$ cat src/rtl/frame_codec.sv
// rtl/frame_codec.sv - RS485 frame engine: magic hunt, CRC-16 check, command publish, status response
// Optional feature macro: FRAME_CODEC_ACK_EN (one-byte 8'h00 ack after commands addressed to our own ID)
module frame_codec #(
  parameter int          NUM_STATUS_WORDS  = 6,
  parameter int          CMD_PAYLOAD_BYTES = 28,
  parameter logic [31:0] CMD_MAGIC         = 32'hBAADA555,
  parameter logic [31:0] REQ_MAGIC         = 32'h1CE1CEBB,
  parameter logic [31:0] STATUS_MAGIC      = 32'h1CEB00DA,
  parameter int          TIMEOUT_CYCLES    = 100000,
  parameter logic [7:0]  BROADCAST_ID      = 8'hFF
) (
  input  logic                              i_clk,
  input  logic                              i_rst,
  input  logic                              i_rx_valid,
  input  logic [7:0]                        i_rx_data,
  output logic                              o_tx_start,
  output logic [7:0]                        o_tx_data,
  input  logic                              i_tx_busy,
  input  logic [7:0]                        i_id,
  input  logic [32*NUM_STATUS_WORDS-1:0]    i_status_words,
  output logic [8*CMD_PAYLOAD_BYTES-1:0]    o_cmd_payload,
  output logic                              o_cmd_valid,
  output logic [15:0]                       o_crc_err_count,
  output logic [15:0]                       o_timeout_count,
  output logic                              o_busy
);
  localparam int RESP_LEN = 7 + 4*NUM_STATUS_WORDS;
  localparam int CMD_LEN  = CMD_PAYLOAD_BYTES + 3;
  localparam int MAX_LEN  = (RESP_LEN > CMD_LEN) ? RESP_LEN : CMD_LEN;
  localparam int IDX_W    = $clog2(MAX_LEN + 1);
  localparam int TMR_W    = $clog2(TIMEOUT_CYCLES + 1);
  localparam int PL_W     = 8*CMD_PAYLOAD_BYTES;
  localparam int SW_W     = 32*NUM_STATUS_WORDS;
  // Byte index of the last received byte / first received CRC byte (index 0 is the ID)
  localparam logic [IDX_W-1:0] CMD_LAST      = IDX_W'(CMD_LEN - 1);
  localparam logic [IDX_W-1:0] REQ_LAST      = IDX_W'(2);
  localparam logic [IDX_W-1:0] CMD_CRC_FIRST = IDX_W'(CMD_PAYLOAD_BYTES + 1);
  localparam logic [IDX_W-1:0] REQ_CRC_FIRST = IDX_W'(1);
  // Response byte indices: 0..3 magic, 4 ID, 5..CRC_END_TX status, then CRC high/low
  localparam logic [IDX_W-1:0] CRC_END_TX    = IDX_W'(4 + 4*NUM_STATUS_WORDS);
  localparam logic [IDX_W-1:0] RESP_LAST     = IDX_W'(RESP_LEN - 1);
  localparam logic [TMR_W-1:0] TMR_LAST      = TMR_W'(TIMEOUT_CYCLES - 1);

  typedef enum logic [2:0] {S_IDLE, S_RX_BODY, S_CHECK, S_TX_LOAD, S_TX_SEND, S_TX_WAIT} state_t;

  state_t             r_state, w_next;
  logic [31:0]        r_magic;
  logic               r_is_cmd;
  logic [IDX_W-1:0]   r_idx;
  logic [15:0]        r_crc;
  logic [15:0]        r_rx_crc;
  logic [7:0]         r_rx_id;
  logic [PL_W-1:0]    r_pl;
  logic [TMR_W-1:0]   r_tmr;
  logic [SW_W-1:0]    r_snap;
  logic               r_ack;
  logic               r_wait_first;
  logic               r_tx_start;
  logic [7:0]         r_tx_data;
  logic [PL_W-1:0]    r_cmd_payload;
  logic               r_cmd_valid;
  logic [15:0]        r_crc_err;
  logic [15:0]        r_tmo;

  logic               w_magic_hit, w_timeout, w_crc_ok, w_own, w_bcast;
  logic               w_accept_cmd, w_answer_req, w_ack_go, w_tx_last;
  logic [IDX_W-1:0]   w_crc_first, w_rx_last;
  logic [7:0]         w_resp_byte;
  int                 w_sb;

  // CRC-16 poly 0x8005, MSB-first, one byte per call
  function automatic logic [15:0] crc_step(input logic [15:0] c, input logic [7:0] d);
    logic [15:0] r;
    r = c;
    for (int i = 7; i >= 0; i--) begin
      if (r[15] ^ d[i]) r = {r[14:0], 1'b0} ^ 16'h8005;
      else              r = {r[14:0], 1'b0};
    end
    return r;
  endfunction

  assign w_magic_hit  = (r_magic == CMD_MAGIC) || (r_magic == REQ_MAGIC);
  assign w_crc_first  = r_is_cmd ? CMD_CRC_FIRST : REQ_CRC_FIRST;
  assign w_rx_last    = r_is_cmd ? CMD_LAST : REQ_LAST;
  assign w_timeout    = !i_rx_valid && (r_tmr == TMR_LAST);
  assign w_crc_ok     = (r_crc == r_rx_crc);
  assign w_own        = (r_rx_id == i_id);
  assign w_bcast      = (r_rx_id == BROADCAST_ID);
  assign w_accept_cmd = w_crc_ok && r_is_cmd && (w_own || w_bcast);
  assign w_answer_req = w_crc_ok && !r_is_cmd && w_own;
`ifdef FRAME_CODEC_ACK_EN
  assign w_ack_go     = w_accept_cmd && w_own;
`else
  assign w_ack_go     = 1'b0;
`endif
  assign w_tx_last    = r_ack || (r_idx == RESP_LAST);

  assign o_tx_start      = r_tx_start;
  assign o_tx_data       = r_tx_data;
  assign o_cmd_payload   = r_cmd_payload;
  assign o_cmd_valid     = r_cmd_valid;
  assign o_crc_err_count = r_crc_err;
  assign o_timeout_count = r_tmo;
  assign o_busy          = (r_state != S_IDLE);

  // Response byte selected by r_idx; the ack byte is always zero
  always_comb begin
    w_sb        = int'(r_idx) - 5;
    w_resp_byte = 8'h00;
    if (r_ack)                      w_resp_byte = 8'h00;
    else if (r_idx < IDX_W'(4))     w_resp_byte = STATUS_MAGIC[8*(3 - int'(r_idx)) +: 8];
    else if (r_idx == IDX_W'(4))    w_resp_byte = r_rx_id;
    else if (r_idx <= CRC_END_TX)   w_resp_byte = r_snap[32*(w_sb/4) + 8*(3 - w_sb%4) +: 8];
    else if (r_idx == RESP_LAST)    w_resp_byte = r_crc[7:0];
    else                            w_resp_byte = r_crc[15:8];
  end

  // State register
  always_ff @(posedge i_clk or posedge i_rst) begin
    if (i_rst) r_state <= S_IDLE;
    else       r_state <= w_next;
  end

  // Next-state logic
  always_comb begin
    w_next = r_state;
    case (r_state)
      S_IDLE:    if (w_magic_hit) w_next = S_RX_BODY;
      S_RX_BODY: begin
        if (i_rx_valid && (r_idx == w_rx_last)) w_next = S_CHECK;
        else if (w_timeout)                     w_next = S_IDLE;
      end
      S_CHECK: begin
        if (w_answer_req)  w_next = S_TX_LOAD;
        else if (w_ack_go) w_next = S_TX_SEND;
        else               w_next = S_IDLE;
      end
      S_TX_LOAD: if (r_idx == CRC_END_TX) w_next = S_TX_SEND;
      S_TX_SEND: w_next = S_TX_WAIT;
      S_TX_WAIT: if (!r_wait_first && !i_tx_busy) w_next = w_tx_last ? S_IDLE : S_TX_SEND;
      default:   w_next = S_IDLE;
    endcase
  end

  // Datapath: magic hunt, byte capture, CRC, counters, transmit registers
  always_ff @(posedge i_clk or posedge i_rst) begin
    if (i_rst) begin
      r_magic <= '0;  r_is_cmd <= 1'b0;  r_idx <= '0;  r_crc <= 16'hFFFF;
      r_rx_crc <= '0; r_rx_id <= '0;     r_pl <= '0;   r_tmr <= '0;
      r_snap <= '0;   r_ack <= 1'b0;     r_wait_first <= 1'b0;
      r_tx_start <= 1'b0; r_tx_data <= '0; r_cmd_payload <= '0; r_cmd_valid <= 1'b0;
      r_crc_err <= '0; r_tmo <= '0;
    end else begin
      r_tx_start  <= 1'b0;
      r_cmd_valid <= 1'b0;
      case (r_state)
        S_IDLE: begin
          if (w_magic_hit) begin
            r_is_cmd <= (r_magic == CMD_MAGIC);
            r_magic  <= '0;
            r_idx    <= '0;
            r_crc    <= 16'hFFFF;
            r_tmr    <= '0;
            r_ack    <= 1'b0;
          end else if (i_rx_valid) begin
            r_magic <= {r_magic[23:0], i_rx_data};
          end
        end
        S_RX_BODY: begin
          if (i_rx_valid) begin
            r_tmr <= '0;
            r_idx <= r_idx + 1'b1;
            if (r_idx < w_crc_first) begin
              r_crc <= crc_step(r_crc, i_rx_data);
              if (r_idx == '0) r_rx_id <= i_rx_data;
              else             r_pl    <= {r_pl[PL_W-9:0], i_rx_data};
            end else begin
              r_rx_crc <= {r_rx_crc[7:0], i_rx_data};
            end
          end else if (w_timeout) begin
            r_tmo <= (r_tmo == 16'hFFFF) ? r_tmo : r_tmo + 1'b1;
          end else begin
            r_tmr <= r_tmr + 1'b1;
          end
        end
        S_CHECK: begin
          r_idx <= '0;
          if (!w_crc_ok) r_crc_err <= (r_crc_err == 16'hFFFF) ? r_crc_err : r_crc_err + 1'b1;
          if (w_accept_cmd) begin
            r_cmd_payload <= r_pl;
            r_cmd_valid   <= 1'b1;
            r_ack         <= w_ack_go;
          end
          if (w_answer_req) begin
            r_snap <= i_status_words;
            r_idx  <= IDX_W'(4);
            r_crc  <= 16'hFFFF;
          end
        end
        S_TX_LOAD: begin
          r_crc <= crc_step(r_crc, w_resp_byte);
          r_idx <= (r_idx == CRC_END_TX) ? '0 : r_idx + 1'b1;
        end
        S_TX_SEND: begin
          r_tx_start   <= 1'b1;
          r_tx_data    <= w_resp_byte;
          r_wait_first <= 1'b1;
        end
        S_TX_WAIT: begin
          r_wait_first <= 1'b0;
          if (!r_wait_first && !i_tx_busy && !w_tx_last) r_idx <= r_idx + 1'b1;
        end
        default: ;
      endcase
    end
  end
endmodule

$ cat config.mk
export PLATFORM = sky130hd
export DESIGN_NAME = frame_codec
export DESIGN_NICKNAME = d
export VERILOG_FILES = /design/src/rtl/frame_codec.sv
export SDC_FILE = /design/constraint.sdc
export NUM_CORES = 1
export LEC_CHECK = 0
export BUFFER_PORTS_ARGS = -buffer_cell sky130_fd_sc_hd__buf_2
export CORE_ASPECT_RATIO = 0.75
export CORE_UTILIZATION = 40
export CTS_BUF_LIST = sky130_fd_sc_hd__clkbuf_16
export DETAILED_ROUTE_END_ITERATION = 7
export PLACE_DENSITY = 0.68
export SLEW_MARGIN = 15
export SYNTH_ARGS = -nofsm -noshare
export SYNTH_HDL_FRONTEND = slang
export SYNTH_SLANG_ARGS = --single-unit
$ cat constraint.sdc
create_clock -name i_clk -period 28.5 [get_ports i_clk]
set_input_delay 5.7 -clock i_clk [delete_from_list [all_inputs] [get_ports i_clk]]
set_output_delay 5.7 -clock i_clk [all_outputs]
set_load 0.01 [all_outputs]
==> reports/results.tsv <==
metric	value	unit
worst r2r src	r_idx[0]	
CP max stage delay	0.76	ns
data arrival time of the worst path	10.24	ns
Final GP Congestion	0.872	
PortBufs	478	
Least-Margin Pin Slew	1.16	ns
Worst setup SP type	input pin	
First-pass DRT Iterations	5	
DP Wirelength	56.8	mm
Die Wd	333	um
unrepaired setup endpoints after global routing	no	
Power Internal	2370	uW
Hold Crit Class	register to register	
post-synthesis mux area share	0.270	
Switch Pwr	1190	uW
endpoints failing hold	0	
drt drc	0	
Reg power frac	0.402	
min cycle time layout	9.73	ns
Synth-to-Final Area Change	18.7	%
Post-synth EDFFs	0	
endpoint of the worst hold path	o_tx_data[3]	
syn avg cell area	14.7	um2
Total Routing Usage GR	0.192	
R2R Setup Slk	22.17	ns
clk root buf	clkbuf_16	
cell mode on critical path	buf_4	
top-area cell type share of the netlist area	0.584	
IO Pins	479	
vias post-DR	20300	
Hold Crit Start	o_tx_data[3]	
CP Max Fanout	82	
Final Worst Setup Slack	18.77	ns
ys async rst share	1.00	
Yosys cell types	72	
synth cell count leaders	765 x dfrtp_1, 633 x mux2_2, 90 x nand2_1, 86 x clkbuf_1, 69 x nor2_1	
fin. max-slew vios	0	
total CTS buffers	80	
PnR Total Power	3560	uW
GR Overflow Total	0	
largest net degree at the start of global routing	188	
top_reg_cell synth	dfrtp_1	
Synth area leader	dfrtp_1	
Post-Synth Adder-Cell Area	0.00572	
Clock Pin Slew Worst Setup and Hold Paths	0.06	ns
Initial Util	0.406	
WHS Path Cells	2	
max-cap violation count	0	
Yosys warning total	0	
postcts setup bufs	0	
setup TNS	0	ns
Die ar.	83200	um2
initial antenna violation count	15	
Fmax	103	MHz
Comb pwr share	0.301	
Synth area leaders	dfrtp_1 58%, mux2_2 22%, mux4_2 3.6%	
Seq cells post-synth	781	
worst ir drop on vdd	0.0734	mV
Synthesized Nets	2465	
CP required	29.00	ns
Post-Syn Instances	2238	
clock sinks	781	
kind of critical path	input pin to register	
crit end category	register	
FP Rows	90	
top-count cell post-synth	dfrtp_1	
Synth Area in Compound Gates	0.0332	
Hold Buf Count CTS	0	
leakage	0.0199	uW
Post-Place Setup Slack	18.11	ns
switching share of power	0.335	
Power Density	91.4	nW/um2
H-Tree Depth	3	
outcome	finished clean	
core area	80900	um2
Reg2Reg Depth	18	
clk buf depth	3	
worst flop-to-flop path endpoint	r_crc[15]	
global-route wire length before repair	125	mm
register area share after synthesis	0.596	
WL/cell	20.9	um
Nets	2927	
Die Span Y	250	um
Simple-Gate Fraction of Synth Area	0.0447	
final setup skew	0.0235	ns
Final Routed Wirelength	80.1	mm
vias in the first global route	20800	
via-per-instance ratio	5.30	
Post-Synth XOR/XNOR Area	0.0335	
critical path's slowest cell	buf_4	
starting DRC count in detailed routing	1262	
largest family of logic cells by synthesized area	multiplexers	
Antenna Nets Post-Route	0	
Clock Power Share	0.296	
Final Cycle Share	0.342	
final setup fails	0	
clk_lat worst skew	0.64	ns
CTS resizes	0	
CTS tree	built	
worst-path cell chain	buf_2, xor2_1, nor4_1, nand2_1, nor3_1, nor2_1, nor4_4, buf_4, nand3_4, buf_4, buf_4, mux2_1	
slew margin rel.	0.230	
layout cells sized above 1	0.484	
synthesized area	32800	um2
final design utilization	0.482	
kinds of logic after synthesis:
logic type	after synthesis
mux	737
xor+xnor	113
compound gates	161
simple gates	297
flops	781
buf+inv	134
fa+ha+maj	15
critical path, delay by kind of cell:
family                 cells  cell delay, ns
multiplexers               1            0.46
buffers and inverters      4            1.78
XOR/XNOR                   1            0.13
AND/OR/NAND/NOR            6            2.10
power groups by stage:
stage	clock network, uW	logic (uW)	registers (uW)
after floorplan	0	874	1360
after global placement	0	1050	1440
after detailed placement	0	1070	1450
after CTS	1080	1070	1430
after global routing	1130	1160	1450
final	1050	1070	1430
routing by layer:
metal	vias to the layer above	global-route usage	share of wire
met4	10	0.0644	0.028
li1	9023	-	-
met5	-	0	0.00071
met1	10600	0.263	0.44
met3	150	0.0411	0.053
met2	549	0.304	0.48
through the flow:
step                      hold WS [ns]  cells  area, um2
after floorplan                  0.457   2238      32800
after global placement           0.467   3676      36300
after detailed placement         0.479   3676      36300
after CTS                        0.495   3821      38900
after global routing             0.504   3827      38900
final                            0.486   3828      38900
flip-flops by register name (all words and copies together) (netlist names), 8 cells and up:
signal / cells
o_tx_data: 8
r_snap: 192
o_cmd_payload: 224
r_tmr: 17
r_magic: 32
r_pl: 224
o_timeout_count: 16
o_crc_err_count: 16
r_rx_crc: 16
r_rx_id: 8
r_crc: 16
worst max-delay path by stage:
stage	start	endpoint	slack, ns	depth (start not counted)
floorplan	i_rst	o_cmd_payload[0]	0.90	1
global placement	i_id[3]	r_pl[154]	18.25	12
detailed placement	i_id[7]	r_pl[155]	18.11	12
CTS	i_id[7]	r_pl[155]	18.79	12
global route	i_id[7]	r_pl[155]	18.51	12
finish	i_id[7]	r_pl[155]	18.77	12
layout by cell type, fill, tap and decap left out, types with 5 or more instances in the layout:
cell | Yosys | final
mux2_1 | 37 | 37
mux2_2 | 633 | 633
nand2b_1 | 6 | 6
a31oi_1 | 6 | 6
xor2_1 | 52 | 52
dfstp_2 | 16 | 16
a21o_1 | 5 | 5
nand4b_1 | 5 | 5
nor2b_1 | 6 | 6
ha_1 | 15 | 14
nor2_1 | 69 | 69
clkbuf_16 | 0 | 80
clkinv_1 | 1 | 19
mux2i_1 | 15 | 15
diode_2 | 0 | 7
o21ai_0 | 40 | 40
nor4_1 | 12 | 12
nor3_1 | 23 | 21
nand2_1 | 90 | 89
inv_1 | 15 | 25
clkinv_2 | 0 | 14
buf_2 | 12 | 478
nand3_1 | 25 | 24
a21oi_1 | 38 | 38
and3_1 | 10 | 10
dfrtp_1 | 765 | 764
or3_1 | 5 | 5
xnor2_1 | 52 | 52
bufinv_16 | 0 | 9
a22o_1 | 33 | 33
mux4_2 | 52 | 52
buf_4 | 4 | 19
nand4_1 | 22 | 22
cell type report:
class	count	area, um2
fillers	6976	41900
flip-flops and latches	781	19600
multi-input cells	1323	12800
repair buffers	498	2550
clock buffers	80	2000
well taps	1058	1320
clock inverters	65	633
inverters	16	67.6
diodes	7	17.5
No activity file was read; power rests on OpenSTA's default activity.
